**config.mk**
```make
export PLATFORM = sky130hd
export DESIGN_NAME = vga_sram_arbiter
export DESIGN_NICKNAME = d
export VERILOG_FILES = /design/src/rtl/vga_sram_arbiter.sv
export SDC_FILE = /design/constraint.sdc
export NUM_CORES = 1
export LEC_CHECK = 0
export ABC_AREA = 1
export BUFFER_PORTS_ARGS = -buffer_cell sky130_fd_sc_hd__buf_2
export CAP_MARGIN = 15
export CORE_UTILIZATION = 45
export DETAILED_ROUTE_END_ITERATION = 12
export PLACE_DENSITY = 0.63
export SLEW_MARGIN = 10
export SYNTH_ARGS = -nofsm -noshare
export SYNTH_HDL_FRONTEND = slang
export SYNTH_SLANG_ARGS = --single-unit
```
**constraint.sdc**
```tcl
create_clock -name iCLK -period 6.8 [get_ports iCLK]
set_input_delay 0 -clock iCLK [delete_from_list [all_inputs] [get_ports iCLK]]
set_output_delay 0 -clock iCLK [all_outputs]
set_load 0.05 [all_outputs]
```
**src/rtl/vga_sram_arbiter.sv**
```systemverilog
// Time-division arbiter for one async SRAM: VGA reads own even slots while the display is active, and queued host ops use the rest.
// VGA sample to valid takes 2 cycles and a host read takes at least 3; oHost_Ready drops only when the in-order host queue is full.
module vga_sram_arbiter #(
    parameter int ADDR_W     = 18,
    parameter int DATA_W     = 16,
    parameter int FIFO_DEPTH = 4
) (
    input  logic              iCLK,
    input  logic              iRST_N,
    input  logic              iVGA_Active,
    input  logic [ADDR_W-1:0] iVGA_Addr,
    output logic [DATA_W-1:0] oVGA_Data,
    output logic              oVGA_Valid,
    input  logic              iHost_Req,
    input  logic              iHost_We,
    input  logic [ADDR_W-1:0] iHost_Addr,
    input  logic [DATA_W-1:0] iHost_WData,
    output logic              oHost_Ready,
    output logic [DATA_W-1:0] oHost_RData,
    output logic              oHost_RValid,
    output logic [ADDR_W-1:0] oSRAM_Addr,
    output logic [DATA_W-1:0] oSRAM_DQ_Out,
    output logic              oSRAM_DQ_OE,
    input  logic [DATA_W-1:0] iSRAM_DQ_In,
    output logic              oSRAM_CE_N,
    output logic              oSRAM_OE_N,
    output logic              oSRAM_WE_N
);

    localparam int PW = $clog2(FIFO_DEPTH);
    localparam int CW = PW + 1;

    typedef struct packed {
        logic              we;
        logic [ADDR_W-1:0] addr;
        logic [DATA_W-1:0] wdata;
    } req_t;

    typedef enum logic [1:0] {S_IDLE, S_VGA_RD, S_HOST_RD, S_HOST_WR} acc_t;

    logic              phase_q;
    acc_t              state_q, state_d;
    req_t              fifo_q [FIFO_DEPTH];
    logic [PW-1:0]     wr_ptr_q, rd_ptr_q;
    logic [CW-1:0]     count_q, count_d;
    logic              push, pop;
    req_t              head;
    logic [ADDR_W-1:0] addr_q, addr_d;
    logic [DATA_W-1:0] dq_out_q, dq_out_d;
    logic              ce_n_q, oe_n_q, we_n_q, dq_oe_q;
    logic [DATA_W-1:0] vga_data_q, host_rdata_q;
    logic              vga_valid_q, host_rvalid_q;

    // Readiness looks only at the registered count, so a full queue refuses even on a pop edge.
    assign oHost_Ready = (count_q < CW'(FIFO_DEPTH));
    assign push        = iHost_Req & oHost_Ready;
    assign head        = fifo_q[rd_ptr_q];

    always_comb begin
        state_d  = S_IDLE;
        pop      = 1'b0;
        addr_d   = addr_q;
        dq_out_d = dq_out_q;
        count_d  = count_q;
        if (!phase_q && iVGA_Active) begin
            state_d = S_VGA_RD;
            addr_d  = iVGA_Addr;
        end else if (count_q != '0) begin
            pop    = 1'b1;
            addr_d = head.addr;
            if (head.we) begin
                state_d  = S_HOST_WR;
                dq_out_d = head.wdata;
            end else begin
                state_d = S_HOST_RD;
            end
        end
        unique case ({push, pop})
            2'b10:   count_d = count_q + CW'(1);
            2'b01:   count_d = count_q - CW'(1);
            default: count_d = count_q;
        endcase
    end

    always_ff @(posedge iCLK) begin
        if (push) begin
            fifo_q[wr_ptr_q] <= '{we: iHost_We, addr: iHost_Addr, wdata: iHost_WData};
        end
    end

    always_ff @(posedge iCLK or negedge iRST_N) begin
        if (!iRST_N) begin
            phase_q       <= 1'b0;
            state_q       <= S_IDLE;
            wr_ptr_q      <= '0;
            rd_ptr_q      <= '0;
            count_q       <= '0;
            addr_q        <= '0;
            dq_out_q      <= '0;
            ce_n_q        <= 1'b1;
            oe_n_q        <= 1'b1;
            we_n_q        <= 1'b1;
            dq_oe_q       <= 1'b0;
            vga_data_q    <= '0;
            vga_valid_q   <= 1'b0;
            host_rdata_q  <= '0;
            host_rvalid_q <= 1'b0;
        end else begin
            phase_q  <= ~phase_q;
            state_q  <= state_d;
            count_q  <= count_d;
            addr_q   <= addr_d;
            dq_out_q <= dq_out_d;
            if (push) wr_ptr_q <= wr_ptr_q + PW'(1);
            if (pop)  rd_ptr_q <= rd_ptr_q + PW'(1);
            ce_n_q  <= (state_d == S_IDLE);
            oe_n_q  <= !((state_d == S_VGA_RD) || (state_d == S_HOST_RD));
            we_n_q  <= (state_d != S_HOST_WR);
            dq_oe_q <= (state_d == S_HOST_WR);
            // Pad data is captured on the edge that closes the read strobe cycle.
            vga_valid_q   <= (state_q == S_VGA_RD);
            host_rvalid_q <= (state_q == S_HOST_RD);
            if (state_q == S_VGA_RD)  vga_data_q   <= iSRAM_DQ_In;
            if (state_q == S_HOST_RD) host_rdata_q <= iSRAM_DQ_In;
        end
    end

    assign oSRAM_Addr   = addr_q;
    assign oSRAM_DQ_Out = dq_out_q;
    assign oSRAM_DQ_OE  = dq_oe_q;
    assign oSRAM_CE_N   = ce_n_q;
    assign oSRAM_OE_N   = oe_n_q;
    assign oSRAM_WE_N   = we_n_q;
    assign oVGA_Data    = vga_data_q;
    assign oVGA_Valid   = vga_valid_q;
    assign oHost_RData  = host_rdata_q;
    assign oHost_RValid = host_rvalid_q;

endmodule
```
Yosys cells after proc, flatten, opt, wreduce, memory -nomap -nowiden --
Memories as Yosys holds them, arrays and structs flattened. Cells that the tools add are included. W data, S select, Z words.
Word-level totals: flip-flop bits (word level) 82, memory bits (writable) 140, input port bits 73, output and inout port bits 73, memories 1
Cells by class: add/sub/neg operators 4, magnitude comparators 1, equality and inequality tests 8, muxes and demuxes 10, bitwise operators 3, reduce and logical (&&, ||, !) cells 9
Memory list:
- fifo_q | depth 4, width 35, read ports 1, clocked after memory_dff 0, wr ports 1, RTL line 43 | req_t fifo_q [FIFO_DEPTH];
Operators with widths (number):
- $mux W18 | 2
- $eq A2 B2 Y1 const B | 4
- $eq A2 B1 Y1 const B | 3
- $pmux W3 S2 | 1
- $mux W1 | 5
- $add A2 B1 Y2 const B | 2
- $mux W2 | 2
- $reduce_bool A2 Y1 | 2
- $add A3 B1 Y3 const B | 1
- $lt A3 B3 Y1 const B | 1
- $reduce_and A3 Y1 | 1
- $reduce_bool A3 Y1 | 1
- $sub A3 B1 Y3 const B | 1
- $logic_not A1 Y1 | 2
- $logic_not A2 Y1 | 1
- $ne A2 B2 Y1 const B | 1
- $not A1 Y1 | 2
- $and A1 B1 Y1 | 1
- $logic_and A1 B1 Y1 | 1
- $logic_or A1 B1 Y1 | 1

Depth between registers and ports, before layout --
Gate-level depths: netlist of the first run. An unclocked memory read counts as a cell.
depth in word-level cells 7, gate-level depth with buffers 11, mapped depth without buffers 10

Least setup slack after synthesis of the first run --
Ideal clock, no wire load.
path type reg2reg, from register count_q[2], to memory fifo_q[0][0] (netlist bit) (enable), library setup time 427 ps, arrival time 2546 ps, path slack 3827 ps, stages on the path, launching flop included 4, buffers on the path 0, clock period less this slack 2973 ps, cells stage by stage dfrtp_1 inv_1 nand2_1 nor2_1
Between the ends: word-level cells in the longest chain between the ends 4
RTL lines:
- start, declared | RTL line 45 | logic [CW-1:0] count_q, count_d;
- start signal, assigned | RTL line 111 | count_q <= count_d;
- $lt A3 B3 Y1 | RTL line 55 | assign oHost_Ready = (count_q < CW'(FIFO_DEPTH));
- named net oHost_Ready | RTL line 18 | output logic oHost_Ready,
- $and A1 B1 Y1 | RTL line 56 | assign push = iHost_Req & oHost_Ready;
- $mux W1 | RTL line 86 | if (push) begin
- $mux W1 (implied by the code) | RTL line 87 | fifo_q[wr_ptr_q] <= '{we: iHost_We, addr: iHost_Addr, wdata: iHost_WData};
- end, declared | RTL line 43
The timed path passes the listed nets, and every way through them passes these cells.

Final worst setup path of the first run --
from register rd_ptr_q[1], to register addr_q[3], in the netlist oSRAM_Addr[3]
Between the ends: word-level cells in the longest chain between the ends 3
RTL lines:
- start, declared | RTL line 44 | logic [PW-1:0] wr_ptr_q, rd_ptr_q;
- start signal, assigned | RTL line 115 | if (pop) rd_ptr_q <= rd_ptr_q + PW'(1);
- $mem_v2 Z4 W35
- $mux W18 | RTL line 68 | end else if (count_q != '0) begin
- $mux W18 | RTL line 65 | if (!phase_q && iVGA_Active) begin
- end signal, assigned | RTL line 112 | addr_q <= addr_d;
- end, declared | RTL line 48 | logic [ADDR_W-1:0] addr_q, addr_d;
Every way passes these cells. The select of a mux whose other input is x is not followed. A chain may end at the register's enable or synchronous reset.

==> results of run 1 <==
## worst max-delay path by stage
stage	from	end	slack, ns	cells past startpoint
floorplan	count_q[2]$_DFFE_PN0P_	fifo_q[0][0]$_DFFE_PP_	3.83	3
global placement	rd_ptr_q[1]$_DFFE_PN0P_	oSRAM_DQ_OE$_DFF_PN0_	4.28	6
detailed placement	rd_ptr_q[1]$_DFFE_PN0P_	oSRAM_DQ_OE$_DFF_PN0_	4.20	6
CTS	rd_ptr_q[1]$_DFFE_PN0P_	oSRAM_DQ_OE$_DFF_PN0_	4.21	6
global route	rd_ptr_q[1]$_DFFE_PN0P_	oSRAM_Addr[3]$_DFFE_PN0P_	4.05	7
finish	rd_ptr_q[1]$_DFFE_PN0P_	oSRAM_Addr[3]$_DFFE_PN0P_	4.23	7
## power breakdown
| part | switching, uW | leakage [uW] | internal [uW] | total (uW) |
|---|---|---|---|---|
| sequential | 175 | 0.00226 | 1810 | 1990 |
| clock | 492 | 0.000387 | 829 | 1320 |
| combinational | 1640 | 0.00254 | 540 | 2180 |
## state kept, by name, summed over array words and instances, names as in the netlist
name,count
oSRAM_WE_N,1
oVGA_Valid,1
oSRAM_Addr,18
oSRAM_CE_N,1
oSRAM_OE_N,1
count_q,3
rd_ptr_q,2
fifo_q,140
oSRAM_DQ_Out,16
oVGA_Data,16
phase_q,1
oSRAM_DQ_OE,1
oHost_RValid,1
oHost_RData,16
state_q,2
wr_ptr_q,2
## metrics by stage
stage	std cells	util (%)	worst slack, ns	instance area [um2]
2_1_floorplan	813	-	3.83	8850
3_3_place_gp	1189	51.7	4.28	9790
3_5_place_dp	1189	51.7	4.20	9790
4_1_cts	1303	59.7	4.21	11300
5_1_grt	1303	59.7	4.05	11300
6_report	1303	59.7	4.23	11300
## worst max-delay path, cell delays in order, from the launching register on
cell and delay [ns]:
sky130_fd_sc_hd__dfrtp_2 0.90, sky130_fd_sc_hd__inv_2 0.55, sky130_fd_sc_hd__nand3_1 0.23, sky130_fd_sc_hd__nand2_1 0.10, sky130_fd_sc_hd__nand2_1 0.07, sky130_fd_sc_hd__nand2_1 0.05
sky130_fd_sc_hd__dlygate4sd3_1 0.55, sky130_fd_sc_hd__nand2_1 0.06
## what timing repair did
action,4_1_cts,5_1_grt
hold endpoints to repair,234,0
buffers inserted,0,0
hold buffers,72,0
## cell families after synthesis
kind of cell / share of synthesized area (%)
simple gates: 18.9
flops: 70.8
buf+inv: 6.62
compound gates: 2.21
fa+ha+maj: 1.22
xor+xnor: 0.297
## synthesized netlist by cell type, drive strengths merged
master	number
a21oi	2
buf	28
clkbuf	7
clkinv	1
dfrtp	79
dfstp	3
edfxtp	140
fa	1
ha	7
inv	104
nand2	271
nand3	120
nor2	10
o21ai	37
xnor2	1
xor2	2
## area by class of cell
class                      instances  area [um2]
tap                              260         325
clock inverter                    10         185
timing repair buffer             223        1490
fill                            1569        7640
sequential                       222        6260
clock buffer                      32         619
multi-input combinational        451        2030
inverter                         105         399
## metal layers
metal | vias up | GRT usage (%) | part of all wire [%] | routed length [um]
li1 | 3067 | - | - | -
met1 | 2902 | 25.1 | 44 | 8280
met2 | 161 | 32.0 | 49 | 9170
met3 | 25 | 2.86 | 4.7 | 871
met4 | 0 | 6.17 | 2.0 | 370
met5 | - | 0 | 0 | 0
==> key figures, run 1 <==
Clock network
  – Clock slew at the register clock pins of the worst setup and hold paths: 0.06 ns
  – Clock root buffer: sky130_fd_sc_hd__clkbuf_16
  – Maximum root-to-sink buffer count: 3
  – Number of buffers added by the clock tree synthesis step: 23
  – CTS HTree Levels: 1
  – Clock sink count: ~220
  – Post-CTS Resized: 0
  – Source-to-sink clock delay at the later pin of the worst-skew pair: 0.50 ns
  – CTS tree: built

Worst setup path
  – Reg2reg setup slack: 4.23 ns
  – Signal arrival time at the worst endpoint: 3.00 ns
  – Startpoint class of the critical path: register
  – CP endpoint kind: register
  – Worst Path Required: 7.23 ns
  – Crit Reg-Reg Endpoint: oSRAM_Addr[3]$_DFFE_PN0P_
  – Category of the critical setup timing path: reg2reg
  – Worst-case reg-to-reg path depth: 7
  – Startpoint of the lowest-slack register-to-register path: rd_ptr_q[1]$_DFFE_PN0P_
  – Top fanout value on the critical path: 37

Logic synthesis
  – Leading cell types by total area after synthesis: sky130_fd_sc_hd__edfxtp_1 (48%), sky130_fd_sc_hd__dfrtp_1 (22%), sky130_fd_sc_hd__nand2_1 (11%)
  – Number of warning messages in the yosys log: 0
  – Total standard cell area after synthesis: slightly below 0.009 mm2
  – Top-area cell type share of the netlist area: between 40 and 50%
  – Yosys top cell by area: sky130_fd_sc_hd__edfxtp_1
  – Synth cell types: 23
  – Sequential cell area fraction in the yosys report: 70.8%
  – Count of mapped cells out of synthesis: 813
  – Number of nets produced by synthesis: 894
  – Syn avg cell area: around 11 um2
  – Number of flip-flops and latches in the synthesized netlist: 222

Detailed routing
  – Count of nets left with antenna violations after detail routing: 0
  – DRC violations left: 0
  – Detail-routed net length per standard cell: 14.3 um
  – TritonRoute pass-1 iters: 4
  – Routed WL: 18.7 mm
  – Iter 0 DRT Violations: just under 400
  – Ratio of routed vias to standard cells: 4.72
  – Detailed-route via count: 6,155

STA
  – Post-route clock skew: 0.0122 ns
  – Slew at the pin with the worst max-slew slack: 0.953 ns
  – # setup viols final: 0
  – Portion of the clock cycle consumed by the worst path in the final layout: 37.8%
  – Highest Clock Rate: 0.389 GHz
  – Max-slew headroom at the worst pin: a little over a third
  – Worst-case hold slack: 0.0184 ns
  – Final hold violations: 0
  – Max Transition Viols Final: 0
  – Setup repair after global routing missed its margin: false
  – Setup TNS: 0 ns
  – Final worst path period need: between 2 and 3 ns

Placed design
  – Port bufs: approximately 150
  – HPWL Detailed: between 10 and 15 mm
  – Global placer's final weighted congestion: 0.715

Worst hold path
  – Worst hold path startpoint: iVGA_Active
  – HP Class: in2reg
  – Number of cells on the worst hold path: 5
  – Worst hold endpoint: oSRAM_OE_N$_DFF_PN1_

Floorplan
  – Row count: 50
  – Area inside the core boundary: 0.0190 mm2
  – Effective utilization at floorplan: 46.7%
  – Die boundary width: 142 um
  – Y dimension of the die: between 100 and 150 um
  – Die Area: 0.0202 mm2
  – Number of top-level design ports: 146

Flow run
  – Max-capacitance violation count: 0

GRT
  – Largest net degree at the start of global routing: 73
  – Number of antenna violations at the first check in global routing: 0
  – Global-route wire length before repair: 29.8 mm
  – Overall overflow remaining after global route: 0
  – Number of global-route vias before repair: 5,790
  – GRT Resource Usage Total: 18.9%

Cells and area
  – Area growth from synthesis to layout: 27.9%
  – Fraction of layout cells with a size suffix above 1: about a fifth
  – Most common cell after layout, fill and taps aside: sky130_fd_sc_hd__nand2_1
  – Antenna diode count: 0
  – Most frequent cells in the layout: sky130_fd_sc_hd__nand2_1 (268), sky130_fd_sc_hd__buf_2 (144), sky130_fd_sc_hd__edfxtp_1 (140)
  – Final #Nets: 1,107

Power
  – Power density over the cells: 485 mW/mm2
  – Worst-case vdd ir drop: ~0.25 mV
  – Final Power: 5490 uW
  – Static power due to leakage: slightly above 0.005 uW

Outcome
  – Status: finished, final reports clean
Power figures use the tool's default switching activity.
==> run 2, diff against run 1 <==
Settings changed: ABC_AREA 1 to 0, PLACE_DENSITY 0.63 to 0.66.
Clock period 6.8 ns to 2.3 ns, I/O delays scaled along.
==> key figures, run 2 <==
Outcome
  – Status: complete, but fails checks (was finished, final reports clean)
  – Failing checks: design-rule violations

Logic synthesis
  – Synth Flop Type: sky130_fd_sc_hd__edfxtp_1 (unchanged)
  – Syn avg cell area: 20.5 um2 (was 10.9 um2)
  – Number of flip-flops and latches in the synthesized netlist: 222 (unchanged)
  – Sequential cell area fraction in the yosys report: 74.3% (was 70.8%)
  – Leading cell types by total area after synthesis: sky130_fd_sc_hd__edfxtp_1 (50%), sky130_fd_sc_hd__dfrtp_1 (23%), sky130_fd_sc_hd__mux4_2 (8.0%) (was sky130_fd_sc_hd__edfxtp_1 (48%), sky130_fd_sc_hd__dfrtp_1 (22%), sky130_fd_sc_hd__nand2_1 (11%))
  – Number of nets produced by synthesis: 493 (was 894)
  – Share of synthesized registers carrying an async set or reset: 36.9% (unchanged)
  – Top-area cell type share of the netlist area: 49.9% (was 47.5%)
  – Cell with the most instances after synthesis: sky130_fd_sc_hd__edfxtp_1 (was sky130_fd_sc_hd__nand2_1)
  – Leading cell types by count after synthesis: sky130_fd_sc_hd__edfxtp_1 (140), sky130_fd_sc_hd__dfrtp_1 (79), sky130_fd_sc_hd__mux2_2 (38) (was sky130_fd_sc_hd__nand2_1 (268), sky130_fd_sc_hd__edfxtp_1 (140), sky130_fd_sc_hd__nand3_1 (120))
  – Number of warning messages in the yosys log: 0 (unchanged)
  – Count of flip-flops with a built-in enable after synthesis: 140 (unchanged)
  – Total standard cell area after synthesis: 0.00843 mm2 (was 0.00885 mm2)
  – Yosys top cell by area: sky130_fd_sc_hd__edfxtp_1 (unchanged)
  – Count of mapped cells out of synthesis: 412 (was 813)
  – Synth cell types: 33 (was 23)

STA
  – Final worst path period need: 1.99 ns (was 2.57 ns)
  – Highest Clock Rate: 0.502 GHz (was 0.389 GHz)
  – Setup TNS: 0 ns (unchanged)
  – Portion of the clock cycle consumed by the worst path in the final layout: 86.7% (was 37.8%)
  – Final hold violations: 0 (unchanged)
  – # setup viols final: 0 (unchanged)
  – Max Transition Viols Final: 0 (unchanged)
  – Max-slew headroom at the worst pin: 44.7% (was 36.3%)
  – Setup repair after global routing missed its margin: false (unchanged)
  – Post-route clock skew: 0.00638 ns (was 0.0122 ns)
  – Slew at the pin with the worst max-slew slack: 0.830 ns (was 0.953 ns)

Detailed routing
  – Ratio of routed vias to standard cells: 5.25 (was 4.72)
  – Iter 0 DRT Violations: 174 (was 393)
  – DRC violations left: 16 (was 0)
  – Detailed-route via count: 4,705 (was 6,155)
  – Routed WL: 17.4 mm (was 18.7 mm)
  – TritonRoute pass-1 iters: 9 (was 4)
  – Count of nets left with antenna violations after detail routing: 0 (unchanged)
  – Detail-routed net length per standard cell: 19.4 um (was 14.3 um)

Cells and area
  – Most common cell after layout, fill and taps aside: sky130_fd_sc_hd__buf_2 (was sky130_fd_sc_hd__nand2_1)
  – Area growth from synthesis to layout: 30.2% (was 27.9%)
  – Number of flip-flops in the largest register: 140 (unchanged)
  – Most frequent cells in the layout: sky130_fd_sc_hd__buf_2 (144), sky130_fd_sc_hd__edfxtp_1 (140), sky130_fd_sc_hd__dfrtp_1 (77) (was sky130_fd_sc_hd__nand2_1 (268), sky130_fd_sc_hd__buf_2 (144), sky130_fd_sc_hd__edfxtp_1 (140))
  – Largest register by flop count: fifo_q (unchanged)
  – Fraction of layout cells with a size suffix above 1: 42.8% (was 19.3%)
  – Final core utilization: 60.5% (was 59.7%)
  – Final #Nets: 732 (was 1,107)
  – Antenna diode count: 0 (unchanged)

Clock network
  – Post-CTS setup-driven buffer insertion count: 0 (unchanged)
  – Clock root buffer: sky130_fd_sc_hd__clkbuf_16 (unchanged)
  – CTS tree: built (unchanged)
  – Source-to-sink clock delay at the later pin of the worst-skew pair: 0.50 ns (about the same)
  – Maximum root-to-sink buffer count: 3 (unchanged)
  – Clock sink count: 222 (unchanged)
  – Clock slew at the register clock pins of the worst setup and hold paths: 0.06 ns (about the same)
  – CTS HTree Levels: 1 (unchanged)
  – Number of buffers added by the clock tree synthesis step: 24 (was 23)

GRT
  – Number of antenna violations at the first check in global routing: 0 (unchanged)
  – Overall overflow remaining after global route: 0 (unchanged)
  – Largest net degree at the start of global routing: 37 (was 73)
  – Global-route wire length before repair: 27.8 mm (was 29.8 mm)
  – Number of global-route vias before repair: 5,111 (was 5,790)
  – GRT Resource Usage Total: 18.7% (was 18.9%)

Worst setup path
  – Worst Path Required: 2.72 ns (was 7.23 ns)
  – Cell-by-cell listing of the critical path: or3_1 -> nand2_1 -> inv_1 -> ha_1 -> inv_1 -> fa_1 -> mux2i_1 (was inv_2 -> nand3_1 -> nand2_1 -> nand2_1 -> nand2_1 -> dlygate4sd3_1 -> nand2_1)
  – Number of buffer and inverter instances along the worst setup path: 2 (unchanged)
  – Category of the critical setup timing path: reg2reg (unchanged)
  – Startpoint class of the critical path: register (unchanged)
  – Signal arrival time at the worst endpoint: 2.41 ns (was 3.00 ns)
  – Dominant cell type by count on the critical path: sky130_fd_sc_hd__inv_1 (was sky130_fd_sc_hd__nand2_1)
  – Worst path top cell family by delay: adder cells (was buffers and inverters)
  – Slowest cell delay on critical path: 0.41 ns (was 0.90 ns)
  – Slowest-stage cell, CP: sky130_fd_sc_hd__dfrtp_1 (was sky130_fd_sc_hd__dfrtp_2)
  – Top fanout value on the critical path: 4 (was 37)
  – CP endpoint kind: register (unchanged)

Floorplan
  – Row count: 49 (was 50)
  – Effective utilization at floorplan: 46.4% (was 46.7%)
  – Y dimension of the die: 139 um (was 142 um)
  – Number of top-level design ports: 146 (unchanged)
  – Area inside the core boundary: 0.0181 mm2 (was 0.0190 mm2)
  – Die boundary width: 139 um (was 142 um)
  – Die Area: 0.0193 mm2 (was 0.0202 mm2)

Placed design
  – Port bufs: 145 (unchanged)
  – Global placer's final weighted congestion: 0.765 (was 0.715)
  – HPWL Detailed: 10.6 mm (was 10.7 mm)

Power
  – Power density over the cells: 1430 mW/mm2 (was 485 mW/mm2)
  – Final Power: 15,700 uW (was 5490 uW)
  – Worst-case vdd ir drop: 0.685 mV (was 0.245 mV)
  – Static power due to leakage: 0.00440 uW (was 0.00518 uW)

Worst hold path
  – HP Class: in2async (was in2reg)

Flow run
  – Max-capacitance violation count: 0 (unchanged)
## run 2: cell count changes after synthesis, sizes merged, moves of 7 or more
cell   delta
a221o    +17
and3     +17
buf      -17
inv      -91
mux2     +48
mux4     +35
nand2   -269
nand3   -118
nor2      -7
o21ai    -36
## run 2: through the flow
step	hold slack, ns	setup slack [ns]	instances	instance area (um2)
finish	0.0247	0.307	897	11000
CTS	0.0246	0.285	897	11000
floorplan	-0.296	0.0945	412	8430
global route	0.0614	0.158	897	11000
global placement	-0.0000391	0.431	782	9510
detailed placement	0.0121	0.318	782	9510
## run 2: kinds of logic after synthesis
group                      Yosys count  share of synthesized area (%)
xor gates and xnor gates             6                          0.624
muxes                               84                           16.6
and+or+nand+nor                     38                           2.76
adders and majority gates            8                           1.28
AOI/OAI and AO/OA                   19                           2.14
DFF                                222                           74.3
buffers and inverters               35                           2.35
## run 2: metal layers
| metal | routed length [um] | up-vias | global-route usage, % |
|---|---|---|---|
| li1 | - | 2089 | - |
| met1 | 7410 | 2435 | 24.7 |
| met2 | 8630 | 151 | 32.1 |
| met3 | 930 | 30 | 3.21 |
| met4 | 403 | 0 | 5.09 |
| met5 | 0 | - | 0 |
## run 2: layout make-up
class                           instances  area [um2]
Clock inverter                          4        26.3
Timing Repair Buffer                  235        1660
Inverter                               13        48.8
Sequential cell                       222        6260
Clock buffer                           39         712
Fill cell                            1333        7180
Tap cell                              229         287
Multi-Input combinational cell        155        1980
## run 2: path summary, 6_finish.rpt
path	slack, ns	cells past startpoint	start	to
worst max-delay path	0.31	7	count_q[0]$_DFFE_PN0P_	count_q[1]$_DFFE_PN0P_
worst min-delay path	0.02	2	iRST_N	oSRAM_Addr[13]$_DFFE_PN0P_
worst max register to register	0.31	7	count_q[0]$_DFFE_PN0P_	count_q[1]$_DFFE_PN0P_
worst min register to register	0.46	1	phase_q$_DFF_PN0_	phase_q$_DFF_PN0_
max in group asynchronous	1.56	3	iRST_N	oVGA_Data[1]$_DFFE_PN0P_
min in group iCLK	0.25	2	iHost_WData[0]	fifo_q[2][0]$_DFFE_PP_
## run 2: what timing repair did
action | CTS | global route
endpoints found under the hold margin | 276 | 0
resized for setup | 0 | 0
hold buffers | 72 | 0
## run 2: power breakdown
part	internal, uW	total (uW)	switching [uW]
Sequential	5360	5810	453
Combinational	2390	6390	4000
Clock	2110	3540	1430
## run 2: worst reg2reg max path: stages, from the launching register on
cell,delay [ns]
sky130_fd_sc_hd__dfrtp_1,0.41
sky130_fd_sc_hd__or3_1,0.39
sky130_fd_sc_hd__nand2_1,0.15
sky130_fd_sc_hd__inv_1,0.11
sky130_fd_sc_hd__ha_1,0.22
sky130_fd_sc_hd__inv_1,0.07
sky130_fd_sc_hd__fa_1,0.40
sky130_fd_sc_hd__mux2i_1,0.15
